`src/rtl/wb_arb_pkg.sv`:
```
// wb_arb_pkg: shared types and constants for the SDRAM Wishbone arbiter.
package wb_arb_pkg;
    typedef enum logic [1:0] {IDLE, OWN_LCD, OWN_PROC, GAP} arb_state_e;
    typedef logic [1:0] grant_t;
    localparam grant_t GRANT_NONE = 2'b00;
    localparam grant_t GRANT_LCD  = 2'b10;
    localparam grant_t GRANT_PROC = 2'b01;
    localparam int ADR_W = 32;
    localparam int DAT_W = 32;
endpackage

```
`src/rtl/wishbone_b3.sv`:
```
// wishbone_b3: classic Wishbone B3 bus bundle with master and slave views.
interface wishbone_b3;
    import wb_arb_pkg::*;
    logic             cyc;
    logic             stb;
    logic             we;
    logic [ADR_W-1:0] adr;
    logic [DAT_W/8-1:0] sel;
    logic [DAT_W-1:0] dat_m2s;
    logic [DAT_W-1:0] dat_s2m;
    logic [2:0]       cti;
    logic             ack;
    logic             err;
    modport master(output cyc, stb, we, adr, sel, dat_m2s, cti, input ack, err, dat_s2m);
    modport slave(input cyc, stb, we, adr, sel, dat_m2s, cti, output ack, err, dat_s2m);
endinterface

```
`src/rtl/arb_watchdog.sv`:
```
// arb_watchdog: counts consecutive unanswered strobe cycles and flags the last allowed one.
module arb_watchdog #(
    parameter int TIMEOUT = 1024
) (
    input  logic clk,
    input  logic rst,
    input  logic run,
    input  logic clr,
    output logic hit
);
    localparam int W = $clog2(TIMEOUT);
    logic [W-1:0] cnt_q, cnt_d;
    always_comb begin
        cnt_d = clr ? '0 : run ? cnt_q + 1'b1 : cnt_q;
        hit   = run && cnt_q == W'(TIMEOUT - 1);
    end
    always_ff @(posedge clk) begin
        if (rst) cnt_q <= '0;
        else     cnt_q <= cnt_d;
    end
endmodule

```
`src/rtl/wb_sdram_arbiter.sv`:
```
// wb_sdram_arbiter: shares the SDRAM Wishbone port between LCD DMA (priority) and
// the processor, bounding each tenure by an ack quota and erroring out hung transfers.
module wb_sdram_arbiter
    import wb_arb_pkg::*;
#(
    parameter int LCD_QUOTA  = 16,
    parameter int PROC_QUOTA = 4,
    parameter int TIMEOUT    = 1024,
    parameter int TMO_W      = 8
) (
    input  logic             clk,
    input  logic             rst,
    wishbone_b3.slave        lcd,
    wishbone_b3.slave        proc,
    wishbone_b3.master       mem,
    output grant_t           grant,
    output logic [TMO_W-1:0] timeout_count
);
    localparam int QMAX = LCD_QUOTA > PROC_QUOTA ? LCD_QUOTA : PROC_QUOTA;
    localparam int QW   = $clog2(QMAX + 1);

    arb_state_e       state_q, state_d;
    logic             last_lcd_q, last_lcd_d;
    logic [QW-1:0]    quota_q, quota_d, limit;
    logic [TMO_W-1:0] tmo_q, tmo_d;
    logic own, is_lcd, lcd_req, proc_req, other_req, o_cyc, o_stb;
    logic stall, stb_int, wd_hit, expire, wd_clr;

    arb_watchdog #(.TIMEOUT(TIMEOUT)) u_wd (
        .clk(clk),
        .rst(rst),
        .run(stb_int),
        .clr(wd_clr),
        .hit(wd_hit)
    );

    always_comb begin
        state_d    = state_q;
        last_lcd_d = last_lcd_q;
        quota_d    = quota_q;
        tmo_d      = tmo_q;
        own        = state_q == OWN_LCD || state_q == OWN_PROC;
        is_lcd     = state_q == OWN_LCD;
        lcd_req    = lcd.cyc && lcd.stb;
        proc_req   = proc.cyc && proc.stb;
        o_cyc      = is_lcd ? lcd.cyc : proc.cyc;
        o_stb      = is_lcd ? lcd.stb : proc.stb;
        other_req  = is_lcd ? proc_req : lcd_req;
        limit      = is_lcd ? QW'(LCD_QUOTA) : QW'(PROC_QUOTA);
        // Owner that used up its quota is stalled while the other master waits.
        stall      = quota_q == limit && other_req;
        stb_int    = own && o_cyc && o_stb && !stall;
        wd_clr     = !stb_int || mem.ack || mem.err;
        expire     = wd_hit && !mem.ack && !mem.err;
        mem.cyc     = own && o_cyc && !expire;
        mem.stb     = stb_int && !expire;
        mem.we      = is_lcd ? lcd.we : proc.we;
        mem.adr     = is_lcd ? lcd.adr : proc.adr;
        mem.sel     = is_lcd ? lcd.sel : proc.sel;
        mem.dat_m2s = is_lcd ? lcd.dat_m2s : proc.dat_m2s;
        mem.cti     = is_lcd ? lcd.cti : proc.cti;
        lcd.ack      = is_lcd && mem.ack;
        lcd.err      = is_lcd && (mem.err || expire);
        lcd.dat_s2m  = mem.dat_s2m;
        proc.ack     = state_q == OWN_PROC && mem.ack;
        proc.err     = state_q == OWN_PROC && (mem.err || expire);
        proc.dat_s2m = mem.dat_s2m;
        if (own) begin
            if (mem.ack && quota_q != limit) quota_d = quota_q + 1'b1;
            if (!o_cyc || stall || expire) begin
                state_d    = GAP;
                quota_d    = '0;
                last_lcd_d = is_lcd;
            end
        end else if (state_q == GAP) begin
            state_d = (last_lcd_q ? proc_req : lcd_req) ? (last_lcd_q ? OWN_PROC : OWN_LCD) :
                      (last_lcd_q ? lcd.cyc : proc.cyc) ? (last_lcd_q ? OWN_LCD : OWN_PROC) : IDLE;
        end else begin
            state_d = lcd_req ? OWN_LCD : proc_req ? OWN_PROC : IDLE;
        end
        if (expire && tmo_q != '1) tmo_d = tmo_q + 1'b1;
        grant         = is_lcd ? GRANT_LCD : state_q == OWN_PROC ? GRANT_PROC : GRANT_NONE;
        timeout_count = tmo_q;
    end

    always_ff @(posedge clk) begin
        if (rst) begin
            state_q    <= IDLE;
            last_lcd_q <= 1'b0;
            quota_q    <= '0;
            tmo_q      <= '0;
        end else begin
            state_q    <= state_d;
            last_lcd_q <= last_lcd_d;
            quota_q    <= quota_d;
            tmo_q      <= tmo_d;
        end
    end
endmodule

```
`src/flat_wrapper.sv`:
```
// flat-port wrapper written by rule: the top's interface ports become plain ports
module wb_sdram_arbiter_flat import wb_arb_pkg::*;
#(
    parameter int LCD_QUOTA  = 16,
    parameter int PROC_QUOTA = 4,
    parameter int TIMEOUT    = 1024,
    parameter int TMO_W      = 8
)
  (clk, rst, grant, timeout_count, lcd_cyc, lcd_stb, lcd_we, lcd_adr, lcd_sel, lcd_dat_m2s, lcd_cti, lcd_ack, lcd_err, lcd_dat_s2m, proc_cyc, proc_stb, proc_we, proc_adr, proc_sel, proc_dat_m2s, proc_cti, proc_ack, proc_err, proc_dat_s2m, mem_cyc, mem_stb, mem_we, mem_adr, mem_sel, mem_dat_m2s, mem_cti, mem_ack, mem_err, mem_dat_s2m);
  wishbone_b3 lcd_i ();
  wishbone_b3 proc_i ();
  wishbone_b3 mem_i ();
  input  logic clk;
  input  logic rst;
  output grant_t grant;
  output logic [TMO_W-1:0] timeout_count;
  input wire logic [$bits(lcd_i.cyc)-1:0] lcd_cyc;
  input wire logic [$bits(lcd_i.stb)-1:0] lcd_stb;
  input wire logic [$bits(lcd_i.we)-1:0] lcd_we;
  input wire logic [$bits(lcd_i.adr)-1:0] lcd_adr;
  input wire logic [$bits(lcd_i.sel)-1:0] lcd_sel;
  input wire logic [$bits(lcd_i.dat_m2s)-1:0] lcd_dat_m2s;
  input wire logic [$bits(lcd_i.cti)-1:0] lcd_cti;
  output wire logic [$bits(lcd_i.ack)-1:0] lcd_ack;
  output wire logic [$bits(lcd_i.err)-1:0] lcd_err;
  output wire logic [$bits(lcd_i.dat_s2m)-1:0] lcd_dat_s2m;
  input wire logic [$bits(proc_i.cyc)-1:0] proc_cyc;
  input wire logic [$bits(proc_i.stb)-1:0] proc_stb;
  input wire logic [$bits(proc_i.we)-1:0] proc_we;
  input wire logic [$bits(proc_i.adr)-1:0] proc_adr;
  input wire logic [$bits(proc_i.sel)-1:0] proc_sel;
  input wire logic [$bits(proc_i.dat_m2s)-1:0] proc_dat_m2s;
  input wire logic [$bits(proc_i.cti)-1:0] proc_cti;
  output wire logic [$bits(proc_i.ack)-1:0] proc_ack;
  output wire logic [$bits(proc_i.err)-1:0] proc_err;
  output wire logic [$bits(proc_i.dat_s2m)-1:0] proc_dat_s2m;
  output wire logic [$bits(mem_i.cyc)-1:0] mem_cyc;
  output wire logic [$bits(mem_i.stb)-1:0] mem_stb;
  output wire logic [$bits(mem_i.we)-1:0] mem_we;
  output wire logic [$bits(mem_i.adr)-1:0] mem_adr;
  output wire logic [$bits(mem_i.sel)-1:0] mem_sel;
  output wire logic [$bits(mem_i.dat_m2s)-1:0] mem_dat_m2s;
  output wire logic [$bits(mem_i.cti)-1:0] mem_cti;
  input wire logic [$bits(mem_i.ack)-1:0] mem_ack;
  input wire logic [$bits(mem_i.err)-1:0] mem_err;
  input wire logic [$bits(mem_i.dat_s2m)-1:0] mem_dat_s2m;
  assign lcd_i.cyc = lcd_cyc;
  assign lcd_i.stb = lcd_stb;
  assign lcd_i.we = lcd_we;
  assign lcd_i.adr = lcd_adr;
  assign lcd_i.sel = lcd_sel;
  assign lcd_i.dat_m2s = lcd_dat_m2s;
  assign lcd_i.cti = lcd_cti;
  assign lcd_ack = lcd_i.ack;
  assign lcd_err = lcd_i.err;
  assign lcd_dat_s2m = lcd_i.dat_s2m;
  assign proc_i.cyc = proc_cyc;
  assign proc_i.stb = proc_stb;
  assign proc_i.we = proc_we;
  assign proc_i.adr = proc_adr;
  assign proc_i.sel = proc_sel;
  assign proc_i.dat_m2s = proc_dat_m2s;
  assign proc_i.cti = proc_cti;
  assign proc_ack = proc_i.ack;
  assign proc_err = proc_i.err;
  assign proc_dat_s2m = proc_i.dat_s2m;
  assign mem_cyc = mem_i.cyc;
  assign mem_stb = mem_i.stb;
  assign mem_we = mem_i.we;
  assign mem_adr = mem_i.adr;
  assign mem_sel = mem_i.sel;
  assign mem_dat_m2s = mem_i.dat_m2s;
  assign mem_cti = mem_i.cti;
  assign mem_i.ack = mem_ack;
  assign mem_i.err = mem_err;
  assign mem_i.dat_s2m = mem_dat_s2m;
  wb_sdram_arbiter #(.LCD_QUOTA(LCD_QUOTA), .PROC_QUOTA(PROC_QUOTA), .TIMEOUT(TIMEOUT), .TMO_W(TMO_W)) u_core (.clk(clk), .rst(rst), .lcd(lcd_i), .proc(proc_i), .mem(mem_i), .grant(grant), .timeout_count(timeout_count));
endmodule
```
`config.mk`:
```
export PLATFORM = sky130hd
export DESIGN_NAME = wb_sdram_arbiter_flat
export DESIGN_NICKNAME = d
export VERILOG_FILES = /design/src/rtl/wb_arb_pkg.sv /design/src/rtl/wishbone_b3.sv /design/src/rtl/arb_watchdog.sv /design/src/rtl/wb_sdram_arbiter.sv /design/src/flat_wrapper.sv
export SDC_FILE = /design/constraint.sdc
export NUM_CORES = 1
export LEC_CHECK = 0
export ABC_CLOCK_PERIOD_IN_PS = 2400
export BUFFER_PORTS_ARGS = -buffer_cell sky130_fd_sc_hd__buf_2
export CORE_AREA = 2 2 130 132
export DETAILED_ROUTE_END_ITERATION = 10
export DIE_AREA = 0 0 132 134
export PLACE_DENSITY = 0.53
export SYNTH_ARGS = -nofsm -noshare
export SYNTH_HDL_FRONTEND = slang
export SYNTH_SLANG_ARGS = --single-unit
```
`constraint.sdc`:
```
create_clock -name clk -period 2.4 [get_ports clk]
set_input_delay 0.12 -clock clk [delete_from_list [all_inputs] [get_ports clk]]
set_output_delay 0.12 -clock clk [all_outputs]
set_load 0.1 [all_outputs]
```
==> summary.log, run 1 <==
qor: detailed_routing.route.antenna.remaining_nets 0
qor: synth.synth_top_cells_by_area sky130_fd_sc_hd__mux2_2, sky130_fd_sc_hd__dfxtp_1, sky130_fd_sc_hd__buf_4, sky130_fd_sc_hd__ha_1, sky130_fd_sc_hd__nand2_1
qor: finish.area.growth.synth_to_final 76.3%
qor: place.detailed_place_hpwl 11,500 µm
qor: synth.synth-edff-count 0
qor: detailed_routing.route.detailed.wl_per_inst 17.7 µm
qor: floorplan.fp.dieH 134 µm
qor: power_and_ir_drop.static-leakage-power 2.22 nW
qor: critical_path.reg2reg_from u_core.quota_q[0]
qor: detailed_routing.drtIter0Drc 131
qor: finish.drive_gt1_share 65.9%
qor: clocking.cts.htree.levels 1
qor: synth.ys_async_sr_fraction 0%
qor: detailed_routing.final_routed_wirelength 13,300 µm
qor: clocking.cts_buffer_depth 2
qor: critical_path.end_kind output pin
qor: hold_path.hold_depth 3
qor: timing.timing.final.max_slew_violations 0
qor: floorplan.ios 336
qor: synth.post_synth.cell_area_avg 8.43 µm²
qor: hold_path.holdCritPathClass in -> reg
qor: finish.finish.instance_area 5230 µm²
qor: timing.finalHoldViolations 0
qor: clocking.tritoncts built
qor: critical_path.startpoint_class register
qor: critical_path.r2r_cells 7
qor: detailed_routing.via_count 3,293
qor: synth.ys_ff_latch 26
qor: power_and_ir_drop.vdd_drop_max 0.739 mV
qor: floorplan.placement_rows 47
qor: timing.final.period_utilization 97.9%
qor: status.run_status finished clean
qor: floorplan.coreArea 16,300 µm²
qor: global_route.grt_start_max_net_pins 51
qor: timing.rsz0062_at_grt yes
qor: critical_path.setup.worst_path.class reg -> out
qor: timing.worst_pin_slew 635 ps
qor: timing.clock.fmax 0.426 GHz
qor: critical_path.regToRegSetupSlack 190 ps
qor: floorplan.die_area 17,700 µm²
qor: synth.post_synth_instance_area 2970 µm²
qor: synth.post-synth-top-area-cell sky130_fd_sc_hd__mux2_2
qor: finish.final_nets 721
qor: synth.postSynth.topFlopCell sky130_fd_sc_hd__dfxtp_1
qor: power_and_ir_drop.cellPowerDensity 1330 nW/µm²
qor: power_and_ir_drop.total_power 6.95 mW
qor: synth.synthesis.instances 352
qor: detailed_routing.post_drt_via_cell_ratio 4.38
qor: detailed_routing.detail_route.first_pass.iterations 4
qor: clocking.cts_made_buffers 3
qor: critical_path.critical_path.endpoint mem_cyc
qor: critical_path.worst_setup_startpoint u_core.state_q[1]
qor: global_route.antenna_found_initial 11
qor: timing.finalSetupViolCount 0
qor: clocking.clock-root-buffer sky130_fd_sc_hd__clkbuf_16
qor: flow_run.total_of_max_cap_violations 0
qor: detailed_routing.final_routed_drc_violation_total 0
qor: synth.synth_sequential_area_ratio 17.5%
qor: floorplan.start_util 18.2%
qor: clocking.cts.reportedPaths.clkPinSlew 70 ps
qor: synth.yosysWarningCount 0
qor: timing.clock_skew 7.54 ps
qor: clocking.numClockSinks 26
qor: global_route.global_route.usage.total 14.5%
qor: synth.library_cells_used_by_synthesis 43
qor: critical_path.critPathRequiredTime 2280 ps
qor: global_route.grt_pass1_vias 3,327
qor: global_route.grt_total_ovfl 0
qor: synth.syn-num-nets 543
qor: critical_path.worst-endpoint-arrival 2230 ps
qor: global_route.first_pass_grt_wire_length 19,800 µm
qor: clocking.worstSkewPairLatency 270 ps
qor: place.replace_congestion 0.828
qor: critical_path.worstPathMaxFanout 4
qor: timing.finalCriticalPeriod 2350 ps
qor: place.placement.cell_area 5090 µm²
qor: synth.synth_top_area_share 27.7%
qor: timing.max-slew-margin-rel 57.7%
qor: floorplan.dieWidth 132 µm
qor: place.io_port_bufs 239
qor: critical_path.rr_endpoint u_core.u_wd.cnt_q[9]
[critical path, stage by stage (launching register included)]
cell                      delay [ps]
sky130_fd_sc_hd__dfxtp_2         360
sky130_fd_sc_hd__inv_2            50
sky130_fd_sc_hd__ha_4            170
sky130_fd_sc_hd__or3b_4          390
sky130_fd_sc_hd__or3_4           410
sky130_fd_sc_hd__nand4_1         120
sky130_fd_sc_hd__nor3b_4         260
sky130_fd_sc_hd__buf_12          210
[cell type report]
cell class | count | area [µm²]
tap | 220 | 275
inverter | 8 | 30.0
antenna | 3 | 7.51
timing repair buffer | 254 | 2400
clock buffer | 3 | 75.1
multi-input combinational | 237 | 1920
sequential | 26 | 523
fill | 1711 | 11100
[repair_timing]
action	in CTS	in global routing
setup buffers	1	1
pin swaps	2	3
hold endpoints to repair	0	0
hold buffers	0	0
setup endpoints to repair	4	18
resized for setup	4	11
[through the flow]
stage               setup TNS [ps]  worst slack, ps  hold slack [ps]  std cells  utilization (%)
floorplan                     -276             -276              281        352                -
global placement                 0              101              241        743             31.2
detailed placement               0             94.9              241        743             31.2
CTS                              0             8.65              174        747             31.9
global route                 -22.4            -22.1              189        748             32.1
finish                           0             51.1              163        751             32.1
[cell usage after synthesis (3+ instances only)]
cell	n
sky130_fd_sc_hd__and2_1	5
sky130_fd_sc_hd__or4_1	9
sky130_fd_sc_hd__inv_1	8
sky130_fd_sc_hd__dfxtp_1	26
sky130_fd_sc_hd__nand4_1	8
sky130_fd_sc_hd__mux2i_1	3
sky130_fd_sc_hd__nand2b_1	5
sky130_fd_sc_hd__nand3b_1	4
sky130_fd_sc_hd__o31ai_1	8
sky130_fd_sc_hd__nor2b_1	6
sky130_fd_sc_hd__or3_1	7
sky130_fd_sc_hd__mux2_2	73
sky130_fd_sc_hd__clkbuf_1	13
sky130_fd_sc_hd__a21oi_1	15
sky130_fd_sc_hd__nand3_1	12
sky130_fd_sc_hd__o21ai_0	4
sky130_fd_sc_hd__nor2_1	9
sky130_fd_sc_hd__o211ai_1	4
sky130_fd_sc_hd__buf_4	66
sky130_fd_sc_hd__nor3_1	9
sky130_fd_sc_hd__nor4_1	5
sky130_fd_sc_hd__nand2_1	22
sky130_fd_sc_hd__ha_1	7
[layer usage]
layer | vias up | GRT usage, % | share of wire, %
met3 | 20 | 5.40 | 10
met1 | 1496 | 17.7 | 40
li1 | 1579 | - | -
met5 | - | 0 | 0.060
met4 | 2 | 2.42 | 1.3
met2 | 196 | 24.7 | 48
[registers in the layout, indices dropped and copies added (netlist names)]
| register | flops |
|---|---|
| u_core.timeout_count | 8 |
| u_core.quota_q | 5 |
| u_core.state_q | 2 |
| u_core.last_lcd_q | 1 |
| u_core.u_wd.cnt_q | 10 |
[logic make-up (layout without fill, tap and decap cells)]
kind of cell / after synthesis / count (layout) / share of synthesized area [%]
AND/OR/NAND/NOR: 111 / 111 / 21.5
buffers and inverters: 89 / 265 / 19.9
multiplexers: 76 / 76 / 28.7
AO/OA/AOI/OAI: 41 / 41 / 8.81
flip-flops: 26 / 26 / 17.5
adder cells (fa/ha/maj): 7 / 7 / 2.95
XOR/XNOR: 2 / 2 / 0.590
other: 0 / 3 / 0
[cell usage in the layout, fill, tap and decap left out, types with 4 or more instances in the layout]
cell,instances
sky130_fd_sc_hd__a21oi_1,14
sky130_fd_sc_hd__and2_1,5
sky130_fd_sc_hd__buf_12,72
sky130_fd_sc_hd__buf_2,165
sky130_fd_sc_hd__buf_4,16
sky130_fd_sc_hd__dfxtp_1,24
sky130_fd_sc_hd__ha_1,6
sky130_fd_sc_hd__inv_1,7
sky130_fd_sc_hd__mux2_2,73
sky130_fd_sc_hd__nand2_1,22
sky130_fd_sc_hd__nand2b_1,5
sky130_fd_sc_hd__nand3_1,12
sky130_fd_sc_hd__nand3b_1,4
sky130_fd_sc_hd__nand4_1,8
sky130_fd_sc_hd__nor2_1,8
sky130_fd_sc_hd__nor2b_1,4
sky130_fd_sc_hd__nor3_1,8
sky130_fd_sc_hd__nor4_1,5
sky130_fd_sc_hd__o211ai_1,4
sky130_fd_sc_hd__o21ai_0,4
sky130_fd_sc_hd__o31ai_1,8
sky130_fd_sc_hd__or3_1,6
sky130_fd_sc_hd__or4_1,8
[worst min-delay path by stage]
stage               startpoint                end  slack, ps
2_1_floorplan          lcd_cyc  u_core.state_q[0]        280
3_3_place_gp   mem_dat_s2m[18]    lcd_dat_s2m[18]        240
3_5_place_dp   mem_dat_s2m[18]    lcd_dat_s2m[18]        240
4_1_cts                lcd_cyc  u_core.state_q[0]        170
5_1_grt                lcd_cyc  u_core.state_q[0]        190
6_report               lcd_cyc  u_core.state_q[0]        160
[report_power, final]
part | internal (mW) | switching (mW) | total [mW]
clock | 0.221 | 0.157 | 0.379
sequential | 0.460 | 0.0343 | 0.495
combinational | 2.12 | 3.96 | 6.08
No activity file was read; power rests on OpenSTA's default activity.
==> inputs of run 2 (changes only) <==
- GPL_TIMING_DRIVEN: default -> 0
- SETUP_SLACK_MARGIN: default -> 0.4
==> summary.log, run 2 (same netlist as run 1, synthesis figures left out) <==
qor: clocking.numClockSinks 26 [unchanged]
qor: place.io_port_bufs 303 [+27%]
qor: place.placedCellCount 875 [+18%]
qor: detailed_routing.detail_route.first_pass.iterations 4 [unchanged]
qor: place.replace_congestion 0.800 [-3.4%]
qor: clocking.worstSkewPairLatency 270 ps [about the same]
qor: floorplan.start_util 18.2% [unchanged]
qor: detailed_routing.final_routed_wirelength 16,500 µm [+24%]
qor: finish.count_of_non_filler_cells_in_the_finished_layout 929 [+24%]
qor: timing.timing.final.max_slew_violations 0 [unchanged]
qor: detailed_routing.met3RoutedLength 854 µm [-36%]
qor: finish.area.growth.synth_to_final 146%
qor: power_and_ir_drop.power.share.clock 4.3% [-1.1 points]
qor: clocking.clock-root-buffer sky130_fd_sc_hd__clkbuf_16
qor: floorplan.die_area 17,700 µm² [unchanged]
qor: detailed_routing.post_drt_via_cell_ratio 4.33 [-1.3%]
qor: finish.max_flop_register u_core.u_wd.cnt_q
qor: critical_path.worstPathMaxFanout 5 [+1]
qor: flow_run.total_of_max_cap_violations 0 [unchanged]
qor: finish.drive_gt1_share 80.4% [+14 points]
qor: global_route.antenna_found_initial 0 [-11]
qor: critical_path.r2r_cells 9 [+2]
qor: status.run_status finished clean
qor: clocking.cts.htree.levels 1 [unchanged]
qor: global_route.global_route.usage.total 14.9% [+0.44 points]
qor: place.detailed_place_hpwl 11,500 µm [+0.48%]
qor: finish.largest_reg_flops 10 [unchanged]
qor: global_route.grt_total_ovfl 0 [unchanged]
qor: timing.worst_pin_slew 607 ps [-28.3 ps]
qor: critical_path.rr_endpoint u_core.u_wd.cnt_q[9]
qor: detailed_routing.met2RoutedLength 9210 µm [+44%]
qor: timing.final.period_utilization 97.7% [-0.12 points]
qor: timing.max-slew-margin-rel 59.3% [+1.7 points]
qor: critical_path.reg2reg_from u_core.state_q[1]
qor: floorplan.fp.dieH 134 µm [unchanged]
qor: finish.num-fill-cells 1,520 [-11%]
qor: global_route.first_pass_grt_wire_length 21,300 µm [+7.7%]
qor: power_and_ir_drop.cellPowerDensity 1220 nW/µm² [-8.0%]
qor: timing.post-route-worst-setup-slack 54.1 ps [+2.98 ps]
qor: power_and_ir_drop.power_share_of_the_combinational_group 90.1% [+2.7 points]
qor: global_route.grt_pass1_vias 3,949 [+19%]
qor: finish.diodes 0 [-3]
qor: place.pre_cts_ws -170 ps [-265 ps]
qor: global_route.grt_start_max_net_pins 14 [-73%]
qor: power_and_ir_drop.static-leakage-power 3.47 nW [+56%]
qor: power_and_ir_drop.vdd_drop_max 0.950 mV [+28%]
qor: clocking.cts_made_buffers 3 [unchanged]
qor: detailed_routing.highest_layer met4
qor: clocking.cts.reportedPaths.clkPinSlew 70 ps [about the same]
qor: critical_path.critPathRequiredTime 2280 ps [about the same]
qor: floorplan.dieWidth 132 µm [unchanged]
qor: finish.final_nets 902 [+25%]
qor: timing.rsz0062_at_grt yes
qor: critical_path.worst_setup_startpoint u_core.state_q[1]
qor: critical_path.end_kind output pin
qor: floorplan.coreArea 16,300 µm² [unchanged]
qor: finish.final_cell_mix sky130_fd_sc_hd__buf_2, sky130_fd_sc_hd__buf_4, sky130_fd_sc_hd__buf_12
qor: hold_path.hold_path_startpoint lcd_cyc
qor: critical_path.setup.worst_path.class reg -> out
qor: critical_path.critical_path.endpoint mem_cyc
qor: timing.finalSetupViolCount 0 [unchanged]
qor: floorplan.ios 336 [unchanged]
qor: detailed_routing.route.detailed.wl_per_inst 17.7 µm [+0.29%]
qor: detailed_routing.met1Wirelength 6200 µm [+16%]
qor: detailed_routing.drtIter0Drc 124 [-5.3%]
qor: timing.finalHoldViolations 0 [unchanged]
qor: power_and_ir_drop.netSwitchingPower 4.99 mW [+20%]
qor: timing.clock_skew 9.67 ps [+2.12 ps]
qor: power_and_ir_drop.power.switching_fraction 56.0% [-3.7 points]
qor: critical_path.startpoint_class register
qor: finish.layout.core_utilization 44.8% [+13 points]
qor: power_and_ir_drop.cell_internal_pwr 3.93 mW [+40%]
qor: timing.finalCriticalPeriod 2350 ps [-2.98 ps]
qor: hold_path.holdCritPathClass in -> reg
qor: finish.final_common_cell sky130_fd_sc_hd__buf_2
qor: detailed_routing.route.antenna.remaining_nets 0 [unchanged]
qor: power_and_ir_drop.total_power 8.92 mW [+28%]
qor: power_and_ir_drop.power.sequential.fraction 5.6% [-1.5 points]
qor: detailed_routing.via_count 4,019 [+22%]
qor: detailed_routing.final_routed_drc_violation_total 0 [unchanged]
qor: critical_path.regToRegSetupSlack 90 ps [-100 ps]
qor: timing.clock.fmax 0.426 GHz [+0.13%]
qor: floorplan.placement_rows 47 [unchanged]
qor: clocking.tritoncts built
qor: clocking.cts_buffer_depth 2 [unchanged]
qor: critical_path.worst-endpoint-arrival 2230 ps [about the same]
==> run 2: what timing repair did <==
item,CTS,global route
hold buffers,0,0
setup endpoints to repair,103,103
buffers inserted,32,11
gates resized for setup,202,293
cloned,1,7
endpoints found under the hold margin,0,0
pin swaps,20,10
==> run 2: worst min path at each step <==
| stage | to | cells after the start |
|---|---|---|
| finish | u_core.state_q[0] | 3 |
| global route | u_core.state_q[0] | 3 |
| CTS | u_core.state_q[0] | 3 |
| detailed placement | u_core.state_q[0] | 3 |
| global placement | u_core.u_wd.cnt_q[0] | 1 |
| floorplan | u_core.state_q[0] | 2 |
==> run 2: metal layers <==
metal	vias up	track usage (%)
met3	15	2.76
met5	-	0
met4	0	2.23
met1	1935	17.5
met2	141	28.6
li1	1928	-
==> run 2: final cells by class <==
| cell class | instances | area, µm² | share of cell area, % |
|---|---|---|---|
| plain buffers | 81 | 736 | 10.1 |
| clock buffers | 3 | 75.1 | 1.03 |
| inverters | 8 | 30.0 | 0.412 |
| multi-input cells | 237 | 2420 | 33.2 |
| flip-flops and latches | 26 | 536 | 7.34 |
| well taps | 220 | 275 | 3.77 |
| repair buffers | 354 | 3220 | 44.2 |
==> run 2: power groups by stage <==
| stage | combinational, mW | sequential [mW] | clock [mW] |
|---|---|---|---|
| finish | 8.03 | 0.497 | 0.385 |
| global placement | 5.28 | 0.507 | 0 |
| CTS | 6.28 | 0.496 | 0.386 |
| floorplan | 4.53 | 0.499 | 0 |
| detailed placement | 5.27 | 0.507 | 0 |
| global route | 8.24 | 0.503 | 0.408 |
==> run 2: stage by stage <==
| stage | TNS, ps | hold WS, ps | cell area (µm²) |
|---|---|---|---|
| 4_1_cts | 0 | 169 | 5910 |
| 3_3_place_gp | -5710 | 432 | 4850 |
| 2_1_floorplan | -163 | 274 | 3060 |
| 3_5_place_dp | -5000 | 432 | 4850 |
| 6_report | 0 | 158 | 7290 |
| 5_1_grt | -116 | 201 | 7290 |
==> run 2: worst max-delay path, stage by stage (launching register included) <==
cell and delay (ps):
sky130_fd_sc_hd__dfxtp_2 340, sky130_fd_sc_hd__inv_2 40, sky130_fd_sc_hd__ha_4 150, sky130_fd_sc_hd__buf_6 120
sky130_fd_sc_hd__or3b_4 380, sky130_fd_sc_hd__or3_4 340, sky130_fd_sc_hd__nand4_1 130, sky130_fd_sc_hd__nor3b_4 250
sky130_fd_sc_hd__buf_12 210
==> inputs of run 3 (changes only) <==
- ABC_CLOCK_PERIOD_IN_PS: 2400 -> 2900
- clock period: 2.4 -> 2.9 ns (I/O delays scaled with it)
==> summary.log, run 3 (same netlist as run 1, synthesis figures left out) <==
qor: status.run_status finished clean
qor: detailed_routing.via_count 3,615 [-10%]
qor: power_and_ir_drop.power_share_of_the_combinational_group 85.4% [-4.7 points]
qor: clocking.cts.htree.levels 1 [unchanged]
qor: timing.max-slew-margin-rel 61.1% [+1.8 points]
qor: critical_path.critical_path_depth 8 [unchanged]
qor: critical_path.reg2reg_from u_core.state_q[1]
qor: critical_path.critPathRequiredTime 2760 ps [+480 ps]
qor: floorplan.fp.dieH 134 µm [unchanged]
qor: critical_path.setup.worst_path.class reg -> out
qor: floorplan.placement_rows 47 [unchanged]
qor: critical_path.rr_endpoint u_core.timeout_count[3]
qor: detailed_routing.detail_route.first_pass.iterations 4 [unchanged]
qor: clocking.cts_made_buffers 3 [unchanged]
qor: detailed_routing.post_drt_via_cell_ratio 4.04 [-6.6%]
qor: timing.finalCriticalPeriod 2450 ps
qor: timing.worst_pin_slew 583 ps [-23.8 ps]
qor: clocking.cts.reportedPaths.clkPinSlew 70 ps [about the same]
qor: hold_path.holdCritPathClass in -> reg
qor: power_and_ir_drop.power.share.clock 6.8% [+2.5 points]
qor: global_route.grt_start_max_net_pins 15 [+1]
qor: timing.rsz0062_at_grt yes
qor: detailed_routing.drtIter0Drc 148 [+19%]
qor: place.detailed_place_hpwl 12,000 µm [+4.1%]
qor: timing.timing.final.max_slew_violations 0 [unchanged]
qor: timing.totalNegativeSetupSlack 0 ps [unchanged]
qor: power_and_ir_drop.cellPowerDensity 1040 nW/µm² [-15%]
qor: detailed_routing.route.antenna.remaining_nets 0 [unchanged]
qor: detailed_routing.final_routed_drc_violation_total 0 [unchanged]
qor: critical_path.crit_buf_inv 3 [unchanged]
qor: floorplan.start_util 18.2% [unchanged]
qor: timing.finalHoldViolations 0 [unchanged]
qor: critical_path.end_kind output pin
qor: critical_path.critical_path.cell_chain inv_2, ha_4, buf_6, or3b_4, or3_4, nand4_1, nor3b_4, buf_12
qor: finish.final_cell_mix sky130_fd_sc_hd__buf_2, sky130_fd_sc_hd__buf_4, sky130_fd_sc_hd__mux2_2
qor: critical_path.cell_with_the_largest_stage_delay_on_the_worst_path sky130_fd_sc_hd__or3_4
qor: clocking.clock-root-buffer sky130_fd_sc_hd__clkbuf_16
qor: floorplan.dieWidth 132 µm [unchanged]
qor: clocking.cts_buffer_depth 2 [unchanged]
qor: critical_path.worst-endpoint-arrival 2300 ps [+70 ps]
qor: global_route.grt_total_ovfl 0 [unchanged]
qor: place.replace_congestion 0.898 [+12%]
qor: timing.final.period_utilization 84.3%
qor: critical_path.timing.critical_path.max_delay_family simple AND/OR/NAND/NOR gates
qor: global_route.grt_pass1_vias 3,394 [-14%]
qor: finish.largest_reg_flops 10 [unchanged]
qor: power_and_ir_drop.power.sequential.fraction 7.8% [+2.2 points]
qor: critical_path.r2r_cells 8 [-1]
qor: finish.final_common_cell sky130_fd_sc_hd__buf_2
qor: place.io_port_bufs 303 [unchanged]
qor: timing.clock.fmax 0.409 GHz
qor: global_route.global_route.usage.total 14.2% [-0.68 points]
qor: power_and_ir_drop.cell_internal_pwr 1.59 mW [-60%]
qor: detailed_routing.final_routed_wirelength 13,600 µm [-17%]
qor: floorplan.ios 336 [unchanged]
qor: clocking.tritoncts built
qor: power_and_ir_drop.vdd_drop_max 0.721 mV [-24%]
qor: clocking.numClockSinks 26 [unchanged]
qor: floorplan.die_area 17,700 µm² [unchanged]
qor: detailed_routing.route.detailed.wl_per_inst 15.2 µm [-14%]
qor: finish.num-fill-cells 1,764 [+16%]
qor: finish.max_flop_register u_core.u_wd.cnt_q
qor: power_and_ir_drop.netSwitchingPower 3.65 mW [-27%]
qor: critical_path.regToRegSetupSlack 560 ps [+470 ps]
qor: clocking.worstSkewPairLatency 270 ps [about the same]
qor: floorplan.coreArea 16,300 µm² [unchanged]
qor: timing.finalHoldWorstSlack 183 ps [+25.0 ps]
qor: timing.finalSetupViolCount 0 [unchanged]
qor: finish.area.growth.synth_to_final 70.6%
qor: global_route.first_pass_grt_wire_length 19,600 µm [-8.1%]
qor: finish.drive_gt1_share 71.9% [-8.5 points]
qor: flow_run.total_of_max_cap_violations 0 [unchanged]
qor: finish.final_nets 861 [-4.5%]
qor: critical_path.startpoint_class register
qor: timing.clock_skew 4.31 ps [-5.36 ps]
qor: clocking.cts_hold_buffers 0 [unchanged]
qor: critical_path.crit_path_max_incr_delay 410 ps [+30 ps]
qor: finish.ff_latch_area 523 µm² [-2.3%]
qor: finish.multi_input_area 1920 µm² [-21%]
qor: critical_path.worstPathMaxFanout 6 [+1]
qor: power_and_ir_drop.power.switching_fraction 69.7% [+14 points]
qor: power_and_ir_drop.static-leakage-power 2.44 nW [-30%]
qor: critical_path.worst_setup_startpoint u_core.state_q[1]
qor: critical_path.critical_path.endpoint mem_cyc
qor: global_route.antenna_found_initial 12 [+12]
-- run 3: changes by cell type in the layout (fill, tap and decap cells not counted), moves of 7 or more --
cell                        before  now
sky130_fd_sc_hd__buf_2         226  299
sky130_fd_sc_hd__dfxtp_1        16   24
sky130_fd_sc_hd__mux2_2          0   73
sky130_fd_sc_hd__dfxtp_2         9    2
sky130_fd_sc_hd__mux2_4         73    0
sky130_fd_sc_hd__a21oi_2         9    1
sky130_fd_sc_hd__buf_4          87   78
sky130_fd_sc_hd__buf_6          24    1
sky130_fd_sc_hd__buf_12         79    2
sky130_fd_sc_hd__a21oi_1         4   14
sky130_fd_sc_hd__clkbuf_16      11    3
-- run 3: tightest hold or removal path: stages --
cell and delay, ps:
sky130_fd_sc_hd__buf_2 120, sky130_fd_sc_hd__nand2_1 70, sky130_fd_sc_hd__a221oi_1 70
-- run 3: power groups by stage --
stage	Clock [mW]	Sequential [mW]	Combinational, mW
floorplan	0	0.405	3.72
global placement	0	0.412	4.34
detailed placement	0	0.411	4.35
CTS	0.356	0.401	4.43
global route	0.368	0.412	4.63
finish	0.355	0.408	4.48
-- run 3: worst min-delay path by stage --
stage,start,end,slack (ps),depth (start not counted)
final,lcd_cyc,u_core.state_q[0],180,3
after global routing,lcd_cyc,u_core.state_q[0],210,3
after CTS,lcd_cyc,u_core.state_q[0],200,3
after detailed placement,u_core.u_wd.cnt_q[0],u_core.u_wd.cnt_q[0],450,1
after global placement,u_core.u_wd.cnt_q[0],u_core.u_wd.cnt_q[0],430,1
after floorplan,lcd_cyc,u_core.state_q[0],310,2
-- run 3: through the flow --
stage / total power [mW] / utilization (%) / instance area [µm²] / instances / worst slack (ps)
6_report: 5.24 / 31.1 / 5060 / 895 / 454
4_1_cts: 5.19 / 30.4 / 4950 / 881 / 402
5_1_grt: 5.41 / 31.0 / 5050 / 890 / 364
3_5_place_dp: 4.76 / 29.3 / 4780 / 875 / 139
2_1_floorplan: 4.12 / - / 2990 / 352 / 199
3_3_place_gp: 4.75 / 29.3 / 4780 / 875 / 145
-- run 3: repair_timing --
action | 4_1_cts | 5_1_grt
resized for setup | 24 | 10
endpoints found under the setup margin | 55 | 12
setup buffers | 2 | 8
endpoints found under the hold margin | 0 | 0
pin swaps | 2 | 2
-- run 3: area by class of cell --
class / instances / share of cell area [%]
Timing Repair Buffer: 313 / 32.2
Inverter: 8 / 0.593
Multi-Input combinational cell: 237 / 37.9
Clock buffer: 4 / 1.75
Sequential cell: 26 / 10.3
Buffer: 81 / 11.6
Tap cell: 220 / 5.44
Antenna cell: 6 / 0.297
-- run 3: per-layer routing --
layer | global-route usage (%) | vias to the layer above | share of wire, %
met2 | 24.6 | 155 | 48
met3 | 5.67 | 13 | 11
met4 | 3.02 | 2 | 1.8
li1 | - | 1854 | -
met1 | 16.7 | 1591 | 39
met5 | 0 | - | 0.088
